===== config.mk =====
export PLATFORM = sky130hd
export DESIGN_NAME = hub75_row_scanner
export DESIGN_NICKNAME = d
export VERILOG_FILES = /design/src/rtl/matrix_pkg.sv /design/src/rtl/hub75_row_scanner.sv
export SDC_FILE = /design/constraint.sdc
export NUM_CORES = 1
export LEC_CHECK = 0
export BUFFER_PORTS_ARGS = -buffer_cell sky130_fd_sc_hd__buf_4
export CAP_MARGIN = 20
export CORE_UTILIZATION = 27
export DETAILED_ROUTE_END_ITERATION = 10
export GPL_TIMING_DRIVEN = 0
export PLACE_DENSITY = 0.49
export RECOVER_POWER = 25
export SLEW_MARGIN = 20
export SYNTH_ARGS = -nofsm -noshare
export SYNTH_HDL_FRONTEND = slang
export SYNTH_SLANG_ARGS = --single-unit

===== constraint.sdc =====
create_clock -name clk_fast -period 2.4 [get_ports clk_fast]
set_input_delay 0.12 -clock clk_fast [delete_from_list [all_inputs] [get_ports clk_fast]]
set_output_delay 0.12 -clock clk_fast [all_outputs]
set_load 0.005 [all_outputs]

===== src/rtl/matrix_pkg.sv =====
// Shared definitions for the HUB75 panel driver slice.
// Holds the default panel geometry, the row-scanner FSM state
// encoding and the packed {R,G,B} pixel type.
package matrix_pkg;

   localparam int unsigned COLS     = 32;
   localparam int unsigned COL_BITS = 5;
   localparam int unsigned ROW_BITS = 4;

   typedef enum logic [2:0] {
      IDLE,
      SHIFT_SET,
      SHIFT_CLK,
      BLANK,
      LATCH,
      UNLATCH,
      DISPLAY
   } state_t;

   typedef struct packed {
      logic r;
      logic g;
      logic b;
   } pixel_t;

endpackage


===== src/rtl/hub75_row_scanner.sv =====
// HUB75 row scanner for a 32x32, 1/16-scan panel.
// For each row pair, it fetches pixels from a registered frame buffer and
// shifts them into the panel. It then blanks, latches, selects the row and
// keeps it lit for DISP_STEPS steps. All activity advances only on `step`.
// Ports:
//   clk_fast, rst        - system clock, synchronous active-high reset
//   step                 - single-cycle advance pulse (prescaler output)
//   enable               - scanning runs while high
//   rd_row, rd_col       - frame buffer address (combinational from regs)
//   rd_data_top/bot      - {R,G,B} read data, valid 1 clk_fast after address
//   rgb_top, rgb_bot     - panel R1G1B1 / R2G2B2
//   sclk, lat, oe_n      - panel shift clock, latch, output enable (low)
//   row_addr             - panel A..D row select
//   frame_done           - one-cycle pulse after the last row pair is shown
module hub75_row_scanner #(
   parameter int unsigned COLS       = matrix_pkg::COLS,
   parameter int unsigned COL_BITS   = matrix_pkg::COL_BITS,
   parameter int unsigned ROW_BITS   = matrix_pkg::ROW_BITS,
   parameter int unsigned DISP_STEPS = 64
) (
   input  logic                clk_fast,
   input  logic                rst,
   input  logic                step,
   input  logic                enable,
   output logic [ROW_BITS-1:0] rd_row,
   output logic [COL_BITS-1:0] rd_col,
   input  logic [2:0]          rd_data_top,
   input  logic [2:0]          rd_data_bot,
   output logic [2:0]          rgb_top,
   output logic [2:0]          rgb_bot,
   output logic                sclk,
   output logic                lat,
   output logic                oe_n,
   output logic [ROW_BITS-1:0] row_addr,
   output logic                frame_done
);

   import matrix_pkg::state_t, matrix_pkg::pixel_t,
          matrix_pkg::IDLE, matrix_pkg::SHIFT_SET, matrix_pkg::SHIFT_CLK,
          matrix_pkg::BLANK, matrix_pkg::LATCH, matrix_pkg::UNLATCH,
          matrix_pkg::DISPLAY;

   localparam logic [COL_BITS-1:0] COL_LAST  = COL_BITS'(COLS - 1);
   localparam logic [15:0]         DISP_LAST = 16'(DISP_STEPS - 1);

   state_t              state, state_d;
   logic [COL_BITS-1:0] col, col_d;
   logic [ROW_BITS-1:0] shift_row, shift_row_d;
   logic [15:0]         disp_cnt, disp_cnt_d;
   pixel_t              top_q, top_d, bot_q, bot_d;
   logic                sclk_d, lat_d, oe_n_d, frame_done_d;
   logic [ROW_BITS-1:0] row_addr_d;

   assign rd_row  = shift_row;
   assign rd_col  = col;
   assign rgb_top = top_q;
   assign rgb_bot = bot_q;

   // State and output registers
   always_ff @(posedge clk_fast) begin
      if (rst) begin
         state      <= IDLE;
         col        <= '0;
         shift_row  <= '0;
         disp_cnt   <= '0;
         top_q      <= '0;
         bot_q      <= '0;
         sclk       <= 1'b0;
         lat        <= 1'b0;
         oe_n       <= 1'b1;
         row_addr   <= '0;
         frame_done <= 1'b0;
      end else begin
         state      <= state_d;
         col        <= col_d;
         shift_row  <= shift_row_d;
         disp_cnt   <= disp_cnt_d;
         top_q      <= top_d;
         bot_q      <= bot_d;
         sclk       <= sclk_d;
         lat        <= lat_d;
         oe_n       <= oe_n_d;
         row_addr   <= row_addr_d;
         frame_done <= frame_done_d;
      end
   end

   // Next state
   always_comb begin
      state_d = state;
      if (step) begin
         unique case (state)
            IDLE:      if (enable) state_d = SHIFT_SET;
            SHIFT_SET: state_d = SHIFT_CLK;
            SHIFT_CLK: state_d = (col == COL_LAST) ? BLANK : SHIFT_SET;
            BLANK:     state_d = LATCH;
            LATCH:     state_d = UNLATCH;
            UNLATCH:   state_d = DISPLAY;
            DISPLAY:   if (disp_cnt == DISP_LAST)
                          state_d = enable ? SHIFT_SET : IDLE;
            default:   state_d = IDLE;
         endcase
      end
   end

   // Datapath and panel outputs; frame_done defaults low so it self-clears
   always_comb begin
      col_d        = col;
      shift_row_d  = shift_row;
      disp_cnt_d   = disp_cnt;
      top_d        = top_q;
      bot_d        = bot_q;
      sclk_d       = sclk;
      lat_d        = lat;
      oe_n_d       = oe_n;
      row_addr_d   = row_addr;
      frame_done_d = 1'b0;
      if (step) begin
         unique case (state)
            IDLE: begin
               oe_n_d = 1'b1;
               sclk_d = 1'b0;
               lat_d  = 1'b0;
               if (enable) col_d = '0;
            end
            SHIFT_SET: begin
               top_d  = pixel_t'(rd_data_top);
               bot_d  = pixel_t'(rd_data_bot);
               sclk_d = 1'b0;
            end
            SHIFT_CLK: begin
               sclk_d = 1'b1;
               if (col != COL_LAST) col_d = col + 1'b1;
            end
            BLANK: begin
               sclk_d = 1'b0;
               oe_n_d = 1'b1;
               col_d  = '0;
            end
            LATCH: begin
               lat_d      = 1'b1;
               row_addr_d = shift_row;
            end
            UNLATCH: begin
               lat_d      = 1'b0;
               oe_n_d     = 1'b0;
               disp_cnt_d = '0;
            end
            DISPLAY: begin
               disp_cnt_d = disp_cnt + 1'b1;
               if (disp_cnt == DISP_LAST) begin
                  oe_n_d       = 1'b1;
                  shift_row_d  = shift_row + 1'b1;
                  frame_done_d = &shift_row;
               end
            end
            default: ;
         endcase
      end
   end

endmodule


==> impl.org, run 1 <==
** Status
- Outcome :: finished, final reports clean

** Floorplanning
- From left edge to right edge, the die measures roughly 90 µm.
- The die is 88.7 µm tall.
- Starting Density :: 28.0%
- Pin placement for this block handled 33 I/O pins.
- Area of the die :: 7860 µm²
- Area of the placeable core :: 7250 µm²
- FP Rows :: 31

** STA
- For the final routed database, the setup TNS stands at 0 ps.
- At the pin with the least slew margin, the transition time is 636 ps.
- Final Cycle Share :: between 80 and 90%
- The final count of hold timing violations was 0.
- The max-slew violation count is 0.
- Crit path time final :: 1980 ps
- Across all setup checks in the final design, the least slack found is 423 ps.
- The worst pin sits at a relative slew slack of between 50 and 60%.
- Worst hold slack across all endpoints :: 49.1 ps
- Setup repair after global routing left no endpoint under its margin.
- Static timing analysis puts the maximum clock frequency at 506 MHz.
- Setup violations remaining at the end of the flow were counted as 0.
- Final clock skew :: 11.2 ps

** Cells and area
- The final layout contains about 290 nets.
- In the final layout, the multi-input gates occupy 1110 µm².
- Number of filler cells placed in the layout :: 787
- From synthesis to final layout, the design area changed by 23.3%.
- Seq. cell area :: 841 µm²
- 0 antenna diodes ended up in the layout.
- Final Util :: 34.5%
- After the flow finishes, the layout carries non-filler instances totaling 373.
- In the final layout, the share of cells above drive strength 1 is between 10% and 20%.
- Cell area after layout :: 2500 µm²

** Global routing
- The number of antenna violations at the first check in global routing was 0.
- Total gr overflow :: 0
- Vias in the first global route :: 1,819
- The first global-routing pass estimated approximately 8600 µm of wire.
- Entering global routing, the biggest net connects 14 pins.
- Global routing used 14.1% of the available tracks across all layers.

** Power and ir drop
- For this design the static power due to leakage is 0.929 nW.
- Register share of total power :: 52.1%
- Power dissipated by switching net loads :: ~0.31 mW
- For this design the ratio of total power to cell area is 540 nW/µm².
- Cell internal power was estimated by the tool at 1.04 mW.
- VDD sags by at most 0.000274 V.
- Clock share of power :: 41.2%
- Power Total :: 1.35 mW
- Combinational logic is responsible for between 6 and 7% of the overall power.
- Net switching is 22.7% of the power.

** Place
- OpenSTA, run right after detailed placement, puts the worst setup slack at 433 ps.
- Quantity of I/O buffers inserted on ports :: 32
- In this run, placement finished with an instance count of 365.
- Placed instance area :: 2390 µm²
- Total half-perimeter wirelength after legalization and detailed placement :: 3380 µm
- Routability-driven placement finished with a final weighted congestion of ~0.77.

** Synth
- The biggest area contributor in the post-synthesis netlist is sky130_fd_sc_hd__dfxtp_1.
- Sequential elements use 41.5% of the synthesized area.
- Top area cells in the synthesized netlist :: sky130_fd_sc_hd__dfxtp_1 41%, sky130_fd_sc_hd__mux2i_1 6.4%, sky130_fd_sc_hd__nor2_1 5.2%
- Cells after Synth :: roughly 230
- Number of synthesized flops with an enable pin :: 0
- Post-Synthesis Cell Area :: about 2000 µm²
- Counting flops with an async set or reset pin after synthesis yields a share of 0%.
- In this run, synthesis produced a sequential element count of 42.
- The number of nets in the synthesized netlist is between 200 and 250.
- Count of yosys warnings during synthesis :: 0
- Synthesized area per cell :: about 8.7 µm²
- Leading register cell type out of synthesis :: sky130_fd_sc_hd__dfxtp_1
- Synth unique cells :: between 40 and 50
- Post-synth top area share :: 41.5%

** Setup path
- Worst-path cell chain :: ha_1 -> and3_1 -> ha_1 -> or3b_2 -> a21oi_1 -> a21oi_1 -> a221oi_1
- Critical path buffer and inverter count :: 0
- Critical path endpoint category :: register
- In this design, the stage delay of the slowest critical-path cell is between 400 and 500 ps.
- In this run the worst path has a maximum fanout of 6.
- WP data arrival :: approximately 2200 ps
- The worst setup path is of the reg -> reg kind.
- Kind of start point of the critical path :: register
- For this design, the slowest cell found on the critical path is sky130_fd_sc_hd__or3b_2.
- Required time worst endpoint :: 2600 ps
- In this design, the largest share of critical-path delay is due to simple AND/OR/NAND/NOR gates.

** Clock network
- Clk_lat worst skew :: 300 ps
- Buffers inserted to repair hold after CTS numbered 0.
- Total number of clock tree sinks :: 42
- Root Driver :: sky130_fd_sc_hd__clkbuf_8
- The H-tree was split into 2 levels.
- TritonCTS clock tree :: done
- Clk pin slew, worst setup/hold paths :: approximately 90 ps
- Buffers added to address setup during post-CTS repair amount to 0.
- Post_cts resized :: 0
- The clock passes through at most 2 buffers.
- Buffers inserted during clock tree synthesis total 5.

** Drt
- The detail route stage leaves a number of antenna-violating nets equal to 0.
- The detailed router finished its first iteration with 63 violations.
- Drt pass-1 iters :: 4
- Via total after detailed routing :: approximately 1,800
- After detailed routing, the total wire length is between 4000 and 5000 µm.
- Via count normalized by instance count :: 4.88
- For this run, design rule violations remaining after detail routing come to 0.
- Wire per inst :: 12.5 µm

** Min path
- Min-Delay Path Class :: in -> reg

** Flow run
- Across the run, the number of max-cap violations was 0.
-- routing by layer --
metal	GRT usage (%)	up-vias	wire length, µm
met3	3.17	5	171
met1	17.9	868	2220
met4	3.96	0	46
li1	-	918	-
met2	23.8	29	2240
met5	0	-	0
-- cell families (layout without fill, tap and decap cells) --
kind of cell,after synthesis,count (layout),synth area share [%]
adders and majority gates,4,4,2.47
DFF,42,42,41.5
AOI/OAI and AO/OA,45,45,13.0
muxes,14,14,6.97
xor gates and xnor gates,11,11,5.12
buffers and inverters,17,57,3.83
and+or+nand+nor,101,101,27.1
-- sequential cells by signal, summed over array words and instances (netlist names) --
| signal | flops |
|---|---|
| disp_cnt | 16 |
| rd_col | 5 |
| rd_row | 4 |
| row_addr | 4 |
| rgb_bot | 3 |
| rgb_top | 3 |
| state | 3 |
| frame_done | 1 |
| lat | 1 |
| oe_n | 1 |
| sclk | 1 |
-- final cells by class --
type	instances	share of cell area [%]
well taps	99	4.95
multi-input cells	175	44.4
plain buffers	12	2.35
inverters	5	0.750
repair buffers	32	9.60
flip-flops and latches	42	33.6
clock buffers	5	2.75
clock inverters	3	1.60
-- final timing paths --
kind | slack [ps] | cells after the start | startpoint | to
worst max-delay path | 420 | 7 | rd_col[0] | state[1]
worst min-delay path | 50 | 3 | rd_data_bot[0] | rgb_bot[0]
worst max register to register | 420 | 7 | rd_col[0] | state[1]
worst min register to register | 470 | 2 | sclk | sclk
-- cells in the mapped netlist (2+ instances only) --
| cell | instances |
|---|---|
| sky130_fd_sc_hd__a21oi_1 | 19 |
| sky130_fd_sc_hd__a311oi_1 | 2 |
| sky130_fd_sc_hd__and3_1 | 6 |
| sky130_fd_sc_hd__and4_1 | 3 |
| sky130_fd_sc_hd__buf_2 | 2 |
| sky130_fd_sc_hd__clkbuf_1 | 7 |
| sky130_fd_sc_hd__dfxtp_1 | 42 |
| sky130_fd_sc_hd__ha_1 | 4 |
| sky130_fd_sc_hd__inv_1 | 5 |
| sky130_fd_sc_hd__mux2i_1 | 13 |
| sky130_fd_sc_hd__nand2_1 | 13 |
| sky130_fd_sc_hd__nand2b_1 | 8 |
| sky130_fd_sc_hd__nand3_1 | 12 |
| sky130_fd_sc_hd__nand4_1 | 5 |
| sky130_fd_sc_hd__nand4b_1 | 2 |
| sky130_fd_sc_hd__nor2_1 | 28 |
| sky130_fd_sc_hd__nor2b_1 | 3 |
| sky130_fd_sc_hd__nor4_1 | 4 |
| sky130_fd_sc_hd__o21ai_0 | 13 |
| sky130_fd_sc_hd__o31ai_1 | 3 |
| sky130_fd_sc_hd__or3_1 | 5 |
| sky130_fd_sc_hd__or4_1 | 2 |
| sky130_fd_sc_hd__xnor2_1 | 2 |
| sky130_fd_sc_hd__xor2_1 | 8 |
-- worst register-to-register path: stages (launching register included) --
cell                       delay [ps]
sky130_fd_sc_hd__dfxtp_1          410
sky130_fd_sc_hd__ha_1             200
sky130_fd_sc_hd__and3_1           170
sky130_fd_sc_hd__ha_1             170
sky130_fd_sc_hd__or3b_2           440
sky130_fd_sc_hd__a21oi_1          150
sky130_fd_sc_hd__a21oi_1           50
sky130_fd_sc_hd__a221oi_1         290
-- power groups by stage --
stage | Combinational [mW] | Clock [mW] | Sequential [mW]
6_report | 0.0902 | 0.556 | 0.704
3_3_place_gp | 0.0915 | 0 | 0.720
5_1_grt | 0.103 | 0.607 | 0.704
2_1_floorplan | 0.0542 | 0 | 0.720
4_1_cts | 0.0916 | 0.581 | 0.704
3_5_place_dp | 0.0914 | 0 | 0.720
-- cells in the final DEF, fill, tap and decap left out, types with 2 or more instances in the layout --
master	netlist	layout
sky130_fd_sc_hd__ha_1	4	4
sky130_fd_sc_hd__nor2_1	28	28
sky130_fd_sc_hd__a21oi_1	19	19
sky130_fd_sc_hd__buf_4	1	17
sky130_fd_sc_hd__clkbuf_4	0	16
sky130_fd_sc_hd__o21ai_0	13	13
sky130_fd_sc_hd__nand2b_1	8	8
sky130_fd_sc_hd__xor2_1	8	8
sky130_fd_sc_hd__nor2b_1	3	3
sky130_fd_sc_hd__or3_1	5	5
sky130_fd_sc_hd__clkbuf_1	7	7
sky130_fd_sc_hd__and4_1	3	3
sky130_fd_sc_hd__mux2i_1	13	13
sky130_fd_sc_hd__nand3_1	12	12
sky130_fd_sc_hd__a311oi_1	2	2
sky130_fd_sc_hd__dfxtp_1	42	42
sky130_fd_sc_hd__buf_2	2	2
sky130_fd_sc_hd__or4_1	2	2
sky130_fd_sc_hd__and3_1	6	6
sky130_fd_sc_hd__clkbuf_8	0	5
sky130_fd_sc_hd__clkinv_2	0	2
sky130_fd_sc_hd__nand4b_1	2	2
sky130_fd_sc_hd__nor4_1	4	4
sky130_fd_sc_hd__inv_1	5	5
sky130_fd_sc_hd__xnor2_1	2	2
sky130_fd_sc_hd__o31ai_1	3	3
sky130_fd_sc_hd__nand4_1	5	5
sky130_fd_sc_hd__nand2_1	13	13
Note: power is estimated with default switching activity, not from simulation.
==> inputs of run 2 (changes only) <==
Clock period 2.4 ns to 1.95 ns, I/O delays scaled along.
==> run 2 against run 1 <==
Net effect:
- via count rose by 0.93%
- global-route usage did not move
- first-iteration DRC count grew 7.9%
- critical path depth stayed put
- setup slack lost 350 ps
- clock power up 24%
- combinational power up 27%
- sequential power up 23%
- cell count up 0.54%
- final area grew 1.9%
- routed wire length rose by 1.6%
- critical path type unchanged
- largest cell class unchanged
- highest routed layer unchanged
==> impl.org, run 2 (synthesis gave the netlist of run 1 again) <==
** Setup path
- Depth of the worst register-to-register path :: 7
- The worst setup path is of the reg -> reg kind.
- STA puts the critical path data required time at 2160 ps.
- At the worst endpoint, the arrival time is 2090 ps.
- The worst register-to-register path ends at state[1].
- Kind of start point of the critical path :: register
- Critical path endpoint category :: register
- Along the worst path, the maximum fanout reaches 6.
- Reg-to-reg slack, setup :: 80 ps
- Timing startpoint of the critical path :: rd_col[0]
- The startpoint identified for the worst register-to-register timing path is rd_col[0].

** Power and ir drop
- Across the VDD grid, the largest voltage drop is ~0.00034 V.
- Cell internal pwr :: 1.28 mW
- The share of total power dissipated in the clock network is 41.3%.
- Switching Fraction :: 23.0%
- The analysis attributes to cell leakage a power of around 0.94 nW.
- In this run the power spent charging and discharging nets is ~0.38 mW.
- Register share of total power :: 51.8%
- Fraction of power consumed by combinational cells :: 6.9%
- Pwr/cell area :: 654 nW/µm²

** Global routing
- Largest net degree at the start of global routing :: 14
- The first global-routing pass estimated roughly 8600 µm of wire.
- Global routing used between 10% and 20% of the available tracks.
- Vias in the first global route :: 1,819
- Summed over all layers, the global routing overflow is 0.
- The number of antenna violations at the first check in global routing is 0.

** STA
- Number of failing hold endpoints at the final stage :: 0
- Setup violations remaining at the end of the flow were counted as 0.
- RSZ-0062 raised after global routing :: true
- Across the routed clock network, the largest skew measured is between 10 and 15 ps.
- Pins Over Slew Limit :: 0
- Crit path time final :: about 1900 ps
- Based on the critical path, the design can be clocked at up to ~530 MHz.
- For the pin with the worst max-slew slack, the measured transition is 571 ps.
- The worst path uses 96.1% of the clock period.
- Relative max-transition margin :: 62.0%

** Drt
- Once detail routing completed, the nets flagged for antenna violations numbered 0.
- Detailed router's first-iteration violation count :: about 70
- Drt pass-1 iters :: 4
- Wire per inst :: between 10 and 15 µm
- Via count normalized by instance count :: 4.90
- After detailed routing, the number of remaining DRC violations is 0.
- Wires add up to 4750 µm.
- The routed layout has 1,837 vias.

** Place
- In this run the tool buffered the top-level ports with 32 buffer cells.
- In this run the cell area measured after placement is 2390 µm².
- Routability-driven placement finished with a final weighted congestion of 0.766.
- Total half-perimeter wirelength after legalization and detailed placement :: 3380 µm
- Including well taps, the total number of placed cells is 365.

** Clock network
- In this run the deepest clock path goes through 2 buffers.
- The clock drives 42 sinks.
- The clock reaches the later pin of the worst-skew pair after around 300 ps.
- Clock-pin slew was measured on the worst setup and hold paths at 90 ps.
- TritonCTS built the clock tree.
- Root Driver :: sky130_fd_sc_hd__clkbuf_8
- Cts bufs inserted :: 5
- Number of levels in the clock H-tree :: 2
- The number of hold buffers added after CTS was 0.

** Cells and area
- Most frequent cells in the layout :: 40 x sky130_fd_sc_hd__dfxtp_1, 27 x sky130_fd_sc_hd__nor2_1, 21 x sky130_fd_sc_hd__buf_4, 19 x sky130_fd_sc_hd__a21oi_1, 14 x sky130_fd_sc_hd__clkbuf_4
- The count of cells in the finished layout, fillers not included, comes to around 380.
- Antenna diode instance count :: 0
- Number of filler cells placed in the layout :: 789
- The register with the most flip-flops in the layout has 16 of them.
- Cell area after layout :: 2550 µm²
- Cells with a size suffix above 1 make up 21.0% of the layout.
- Ranked by flip-flop count, first place goes to disp_cnt.
- Final Util :: between 30% and 40%
- Leaving out fill and tap cells, the most frequent cell in the layout is sky130_fd_sc_hd__dfxtp_1.
- Area grow syn2layout :: 25.7%
- For this run, the post-layout net count is slightly below 300.

** Flow run
- The tool flagged a number of max-cap violations equal to 0.

** Min path
- Number of cells on the worst hold path :: 3
- WHS Endpoint :: rgb_bot[0]
- Origin of the worst min-delay path :: rd_data_bot[0]
- Min-Delay Path Class :: in -> reg

** Floorplanning
- In this run the standard cell core region covers around 7300 µm².
- DIE WIDTH :: 88.7 µm
- For this design the top-level I/O count stands at 33.
- The die covers 7860 µm².
- Once the floorplan was initialized, standard cells occupied 28.0% of the core.
- The floorplan step set the die height to 88.7 µm.
- After floorplanning, the core was divided into 31 placement rows.

** Status
- Outcome :: finished, final reports clean
-- run 2: cell count changes in the layout (fill, tap and decap cells not counted), moves of 2 or more --
cell                       change
sky130_fd_sc_hd__dfxtp_4       +2
sky130_fd_sc_hd__buf_4         +4
sky130_fd_sc_hd__dfxtp_1       -2
sky130_fd_sc_hd__clkbuf_4      -2
-- run 2: worst max-delay path by stage --
stage | slack [ps] | endpoint
after floorplan | 120 | state[1]
after global placement | -40 | state[1]
after detailed placement | -20 | state[1]
after CTS | 7 | rd_row[0]
after global routing | -30 | state[1]
final | 80 | state[1]
-- run 2: stage by stage --
step,setup TNS [ps],worst slack [ps],power (mW),hold slack [ps]
finish,0,75.4,1.67,24.8
global route,-33.0,-33.0,1.74,35.5
CTS,0,7.30,1.69,22.0
detailed placement,-17.1,-17.1,0.999,345
global placement,-44.7,-44.7,0.999,331
floorplan,0,117,0.953,245
-- run 2: routing by layer --
layer | wire [µm] | track usage [%]
met1 | 2220 | 17.9
met2 | 2270 | 23.8
met3 | 229 | 3.17
met4 | 26 | 3.96
met5 | 0 | 0
-- run 2: area by class of cell --
cell class                 count  area, µm²  area share [%]
timing repair buffer          34        255            10.0
clock inverter                 3       40.0            1.57
clock buffer                   5       68.8            2.70
inverter                       5       18.8           0.736
sequential                    42        848            33.3
multi-input combinational    175       1130            44.5
tap                           99        124            4.86
buffer                        12       60.1            2.36
-- run 2: what timing repair did --
| item | 4_1_cts | 5_1_grt |
|---|---|---|
| pin swaps | 0 | 2 |
| setup endpoints to repair | 1 | 24 |
| buffers inserted | 0 | 2 |
| resized for setup | 2 | 9 |
-- run 2: worst max-delay path, cell delays in order (launching register included) --
cell	delay, ps
sky130_fd_sc_hd__dfxtp_4	370
sky130_fd_sc_hd__ha_1	170
sky130_fd_sc_hd__and3_1	170
sky130_fd_sc_hd__ha_1	170
sky130_fd_sc_hd__or3b_2	440
sky130_fd_sc_hd__a21oi_1	150
sky130_fd_sc_hd__a21oi_1	70
sky130_fd_sc_hd__a221oi_2	250
-- run 2: power by group through the flow --
stage | Combinational, mW | Sequential [mW] | Clock [mW]
CTS | 0.113 | 0.866 | 0.715
finish | 0.115 | 0.863 | 0.688
detailed placement | 0.112 | 0.886 | 0
global route | 0.130 | 0.864 | 0.748
global placement | 0.113 | 0.886 | 0
floorplan | 0.0667 | 0.886 | 0
==> inputs of run 3 (changes only) <==
Settings changed: ABC_AREA set to 1.
==> run 3 against run 2 <==
Net effect:
- global-route usage fell by 1.4 points
- sequential power rose by 5.8%
- count of clock-buffer cells in the layout rose by 1
- largest cell class unchanged
==> impl.org, run 3 <==
** STA
- The routed design could run at a clock period as short as 1600 ps.
- Setup repair after global routing left no endpoint under its margin.
- Slew of the pin with the lowest slew margin :: about 550 ps
- Final Cycle Share :: 82.0%
- For the final routed database, the setup TNS stands at 0 ps.
- Relative max-transition margin :: between 60% and 70%
- Final setup viols :: 0
- The final count of hold timing violations came to 0.
- Final clock skew :: 12.4 ps
- Pins Over Slew Limit :: 0
- Timing would allow up to ~630 MHz.

** Clock network
- Number of post-CTS setup repair buffers :: 0
- Clk pin slew, worst setup/hold paths :: 90 ps
- Clk_lat worst skew :: about 300 ps
- For this design, the CTS-stage hold fixing added 0 buffers.
- For this design, the sink count on the clock tree is 42.
- TritonCTS built the clock tree.
- The cell sitting at the root of the clock tree is a sky130_fd_sc_hd__clkbuf_8.
- Post_cts resized :: 0
- Number of levels in the clock H-tree :: 2
- Clock tree synthesis inserted a total of 5 buffers.
- The longest clock path from root to sink contains 2 buffers.

** Status
- The run finished with clean final reports.

** Global routing
- Wire length of the first global-routing pass :: between 8000 and 9000 µm
- The number of antenna violations at the first check in global routing is 0.
- Entering global routing, the biggest net connects 14 pins.
- Global routing consumed, over all layers together, 12.7% of the routing resources.
- The number of global-route vias before repair came to 1,873.
- Total gr overflow :: 0

** Synth
- After synthesis the cells add up to 2120 µm².
- Post-synthesis share of cell area spent on xor and xnor gates :: 0%
- Multiplexer cells account for 0% of the synthesized area.
- After Yosys synthesis, full adders, half adders and majority gates account for 2.36% of the synthesized area.
- Top area cells in the synthesized netlist :: sky130_fd_sc_hd__dfxtp_1 40%, sky130_fd_sc_hd__nand2_1 12%, sky130_fd_sc_hd__nor2_1 11%
- Summed over all instances, the cell type with the most area after synthesis is sky130_fd_sc_hd__dfxtp_1.
- Seq/Total Area, Yosys :: 39.6%
- Count of yosys warnings during synthesis :: 0
- Synthesis produced a netlist whose cell count is 309.
- Area fraction in and, or, nand and nor cells after synthesis :: 37.9%
- The synthesized design contains 0 enable-type register cells.
- In the synthesized netlist the dominant register cell turns out to be sky130_fd_sc_hd__dfxtp_1.
- Synthesized netlist net count :: 323
- Post-synth top area share :: 39.6%
- Synthesized area per cell :: 6.87 µm²
- Dominant combinational cell family by area after synthesis :: simple AND/OR/NAND/NOR gates
- In the synthesized netlist the async set-or-reset flop fraction comes to 0%.
- In this run, synthesis produced a sequential element count of 42.
- Ranked by instance count, the synthesized netlist is headed by 67 x sky130_fd_sc_hd__nand2_1, 63 x sky130_fd_sc_hd__nor2_1, 42 x sky130_fd_sc_hd__dfxtp_1.
- Most common cell in the synthesized netlist :: sky130_fd_sc_hd__nand2_1
- Synth Area in Compound Gates :: 11.4%
- After synthesis, the netlist uses 33 different library cells.

** Cells and area
- The filler cells instantiated in the layout total 816.
- The register with the most flip-flops in the layout has 16 of them.
- Layout net count :: 360
- Leaving out fill and tap cells, the most frequent cells in the layout are 67 x sky130_fd_sc_hd__nand2_1, 63 x sky130_fd_sc_hd__nor2_1, 42 x sky130_fd_sc_hd__dfxtp_1, 25 x sky130_fd_sc_hd__inv_1, 23 x sky130_fd_sc_hd__nand3_1.
- Of the cells placed in the final design, the portion with a size suffix greater than 1 is 19.3%.
- Area grow syn2layout :: 20.3%
- Layout Cells excl Fill :: 446
- The library cell used most frequently in the layout, excluding fill and tap cells, is sky130_fd_sc_hd__nand2_1.
- The number of antenna diodes in the final layout is 0.
- disp_cnt holds more flip-flops than any other register.

** Setup path
- The critical path goes through ha_1 -> nand2_1 -> nor2_1 -> nand3_1 -> nor2_1 -> nand4_1 -> nand2_1 -> nor2_1.
- Among the stages of the critical path, the cell type that occurs most often is sky130_fd_sc_hd__nor2_1.
- Category of cells accounting for the largest share of critical-path delay :: simple AND/OR/NAND/NOR gates
- Critical path endpoint category :: register
- In this run the worst path has a maximum fanout of 4.
- Crit-path max cell delay :: 390 ps
- The worst setup path is of the reg -> reg kind.
- WP data arrival :: 1800 ps
- Required time worst endpoint :: between 2000 and 2500 ps
- STA classifies the critical path startpoint as a register.
- Critical path buffer and inverter count :: 0
- Crit path max-delay cell type :: sky130_fd_sc_hd__dfxtp_1

** Flow run
- Across the run, the number of max-cap violations was 0.

** Drt
- For this block, the initial DRC count from the detailed router was 83.
- For this block, the routed nets add up to a little under 5000 µm of wire.
- Drt pass-1 iters :: 4
- After detailed routing, the number of vias per cell comes to 4.46.
- Summing over every cut layer, the via total after detailed routing is slightly below 2,000.
- Post-detailed-route count of antenna-violating nets :: 0
- For this run, design rule violations remaining after detail routing come to 0.
- Wire per inst :: around 11 µm

** Place
- Total half-perimeter wirelength after legalization and detailed placement :: about 3700 µm
- Routability-driven placement finished with a final weighted congestion of 0.784.
- Quantity of I/O buffers inserted on ports :: 30
- Cell count after placement :: roughly 440

** Power and ir drop
- Of the total power, combinational logic draws 15.2%.
- Register share of total power :: ~52%
- Switching Fraction :: around 29%
- Pwr/cell area :: between 600 and 700 nW/µm²
- LEAKAGE :: 1.14 nW
- Of the total power, the clock network draws between 30 and 40%.
- Cell internal pwr :: 1.26 mW
- For this design the total switching power over the nets is 0.503 mW.
- VDD sags by at most 0.000446 V.

** Floorplanning
- The floorplan step defined a core boundary enclosing roughly 7400 µm².
- Starting Density :: 28.7%
- DIE WIDTH :: 90.7 µm
- Vertical extent of the die :: ~91 µm
- Area of the die :: 8220 µm²
- Total I/O pin count :: 33
- The floorplan has 31 rows.

** Min path
- The min-delay analysis places its worst path in the category in -> reg.
[run 3: cell types whose count changed after synthesis, moves of 5 or more]
| cell | previous run | this run |
|---|---|---|
| sky130_fd_sc_hd__nand2_1 | 13 | 67 |
| sky130_fd_sc_hd__nor2_1 | 28 | 63 |
| sky130_fd_sc_hd__inv_1 | 5 | 25 |
| sky130_fd_sc_hd__mux2i_1 | 13 | 0 |
| sky130_fd_sc_hd__nand3_1 | 12 | 23 |
| sky130_fd_sc_hd__nand2b_1 | 8 | 0 |
| sky130_fd_sc_hd__xor2_1 | 8 | 0 |
| sky130_fd_sc_hd__inv_2 | 0 | 7 |
| sky130_fd_sc_hd__o21ai_0 | 13 | 20 |
| sky130_fd_sc_hd__and3_1 | 6 | 0 |
| sky130_fd_sc_hd__nand2_2 | 0 | 5 |
| sky130_fd_sc_hd__or3_1 | 5 | 0 |
[run 3: cell families (layout without fill, tap and decap cells)]
family | Yosys count | in the layout
AO/OA/AOI/OAI | 46 | 46
adder cells (fa/ha/maj) | 4 | 4
buffers and inverters | 41 | 79
flip-flops | 42 | 42
AND/OR/NAND/NOR | 176 | 176
[run 3: worst paths after layout]
check / from / slack [ps] / end / depth (start not counted)
worst max-delay path: disp_cnt[0] / 350 / rd_row[2] / 8
worst min register to register: oe_n / 460 / oe_n / 2
worst max register to register: disp_cnt[0] / 350 / rd_row[2] / 8
worst min-delay path: rd_data_bot[1] / 10 / rgb_bot[1] / 3
[run 3: cell type report]
type                    count  area (µm²)  area share (%)
plain buffers               8        60.1            2.35
clock buffers               6        72.6            2.84
clock inverters             2        13.8           0.539
inverters                  33         125            4.90
multi-input cells         226        1100            42.9
flip-flops and latches     42         841            32.9
well taps                  99         124            4.85
repair buffers             30         221            8.67
[run 3: tightest hold or removal path, delay by kind of cell]
kind                   cells  cell delay [ps]
buffers and inverters      1               80
AND/OR/NAND/NOR            2              110
[run 3: stage by stage]
step	area, µm²	hold WS [ps]	util [%]	total power, mW	worst slack, ps
final	2550	13.6	34.5	1.76	351
after CTS	2560	9.81	34.5	1.79	373
after global routing	2550	13.4	34.5	1.86	156
after floorplan	2120	232	-	1.11	541
after detailed placement	2470	326	33.4	1.21	386
after global placement	2470	322	33.4	1.21	401
[run 3: per-layer routing]
layer,up-vias,global-route usage (%),wire length [µm]
li1,1059,-,-
met2,33,21.4,2290
met1,893,16.1,2390
met3,5,2.69,189
met4,0,3.63,57
met5,-,0,0
[run 3: power by group through the flow]
stage	clock network (mW)	logic, mW	registers [mW]
after floorplan	0	0.178	0.934
after global placement	0	0.273	0.934
after detailed placement	0	0.274	0.934
after CTS	0.600	0.275	0.915
after global routing	0.631	0.306	0.918
final	0.577	0.268	0.913
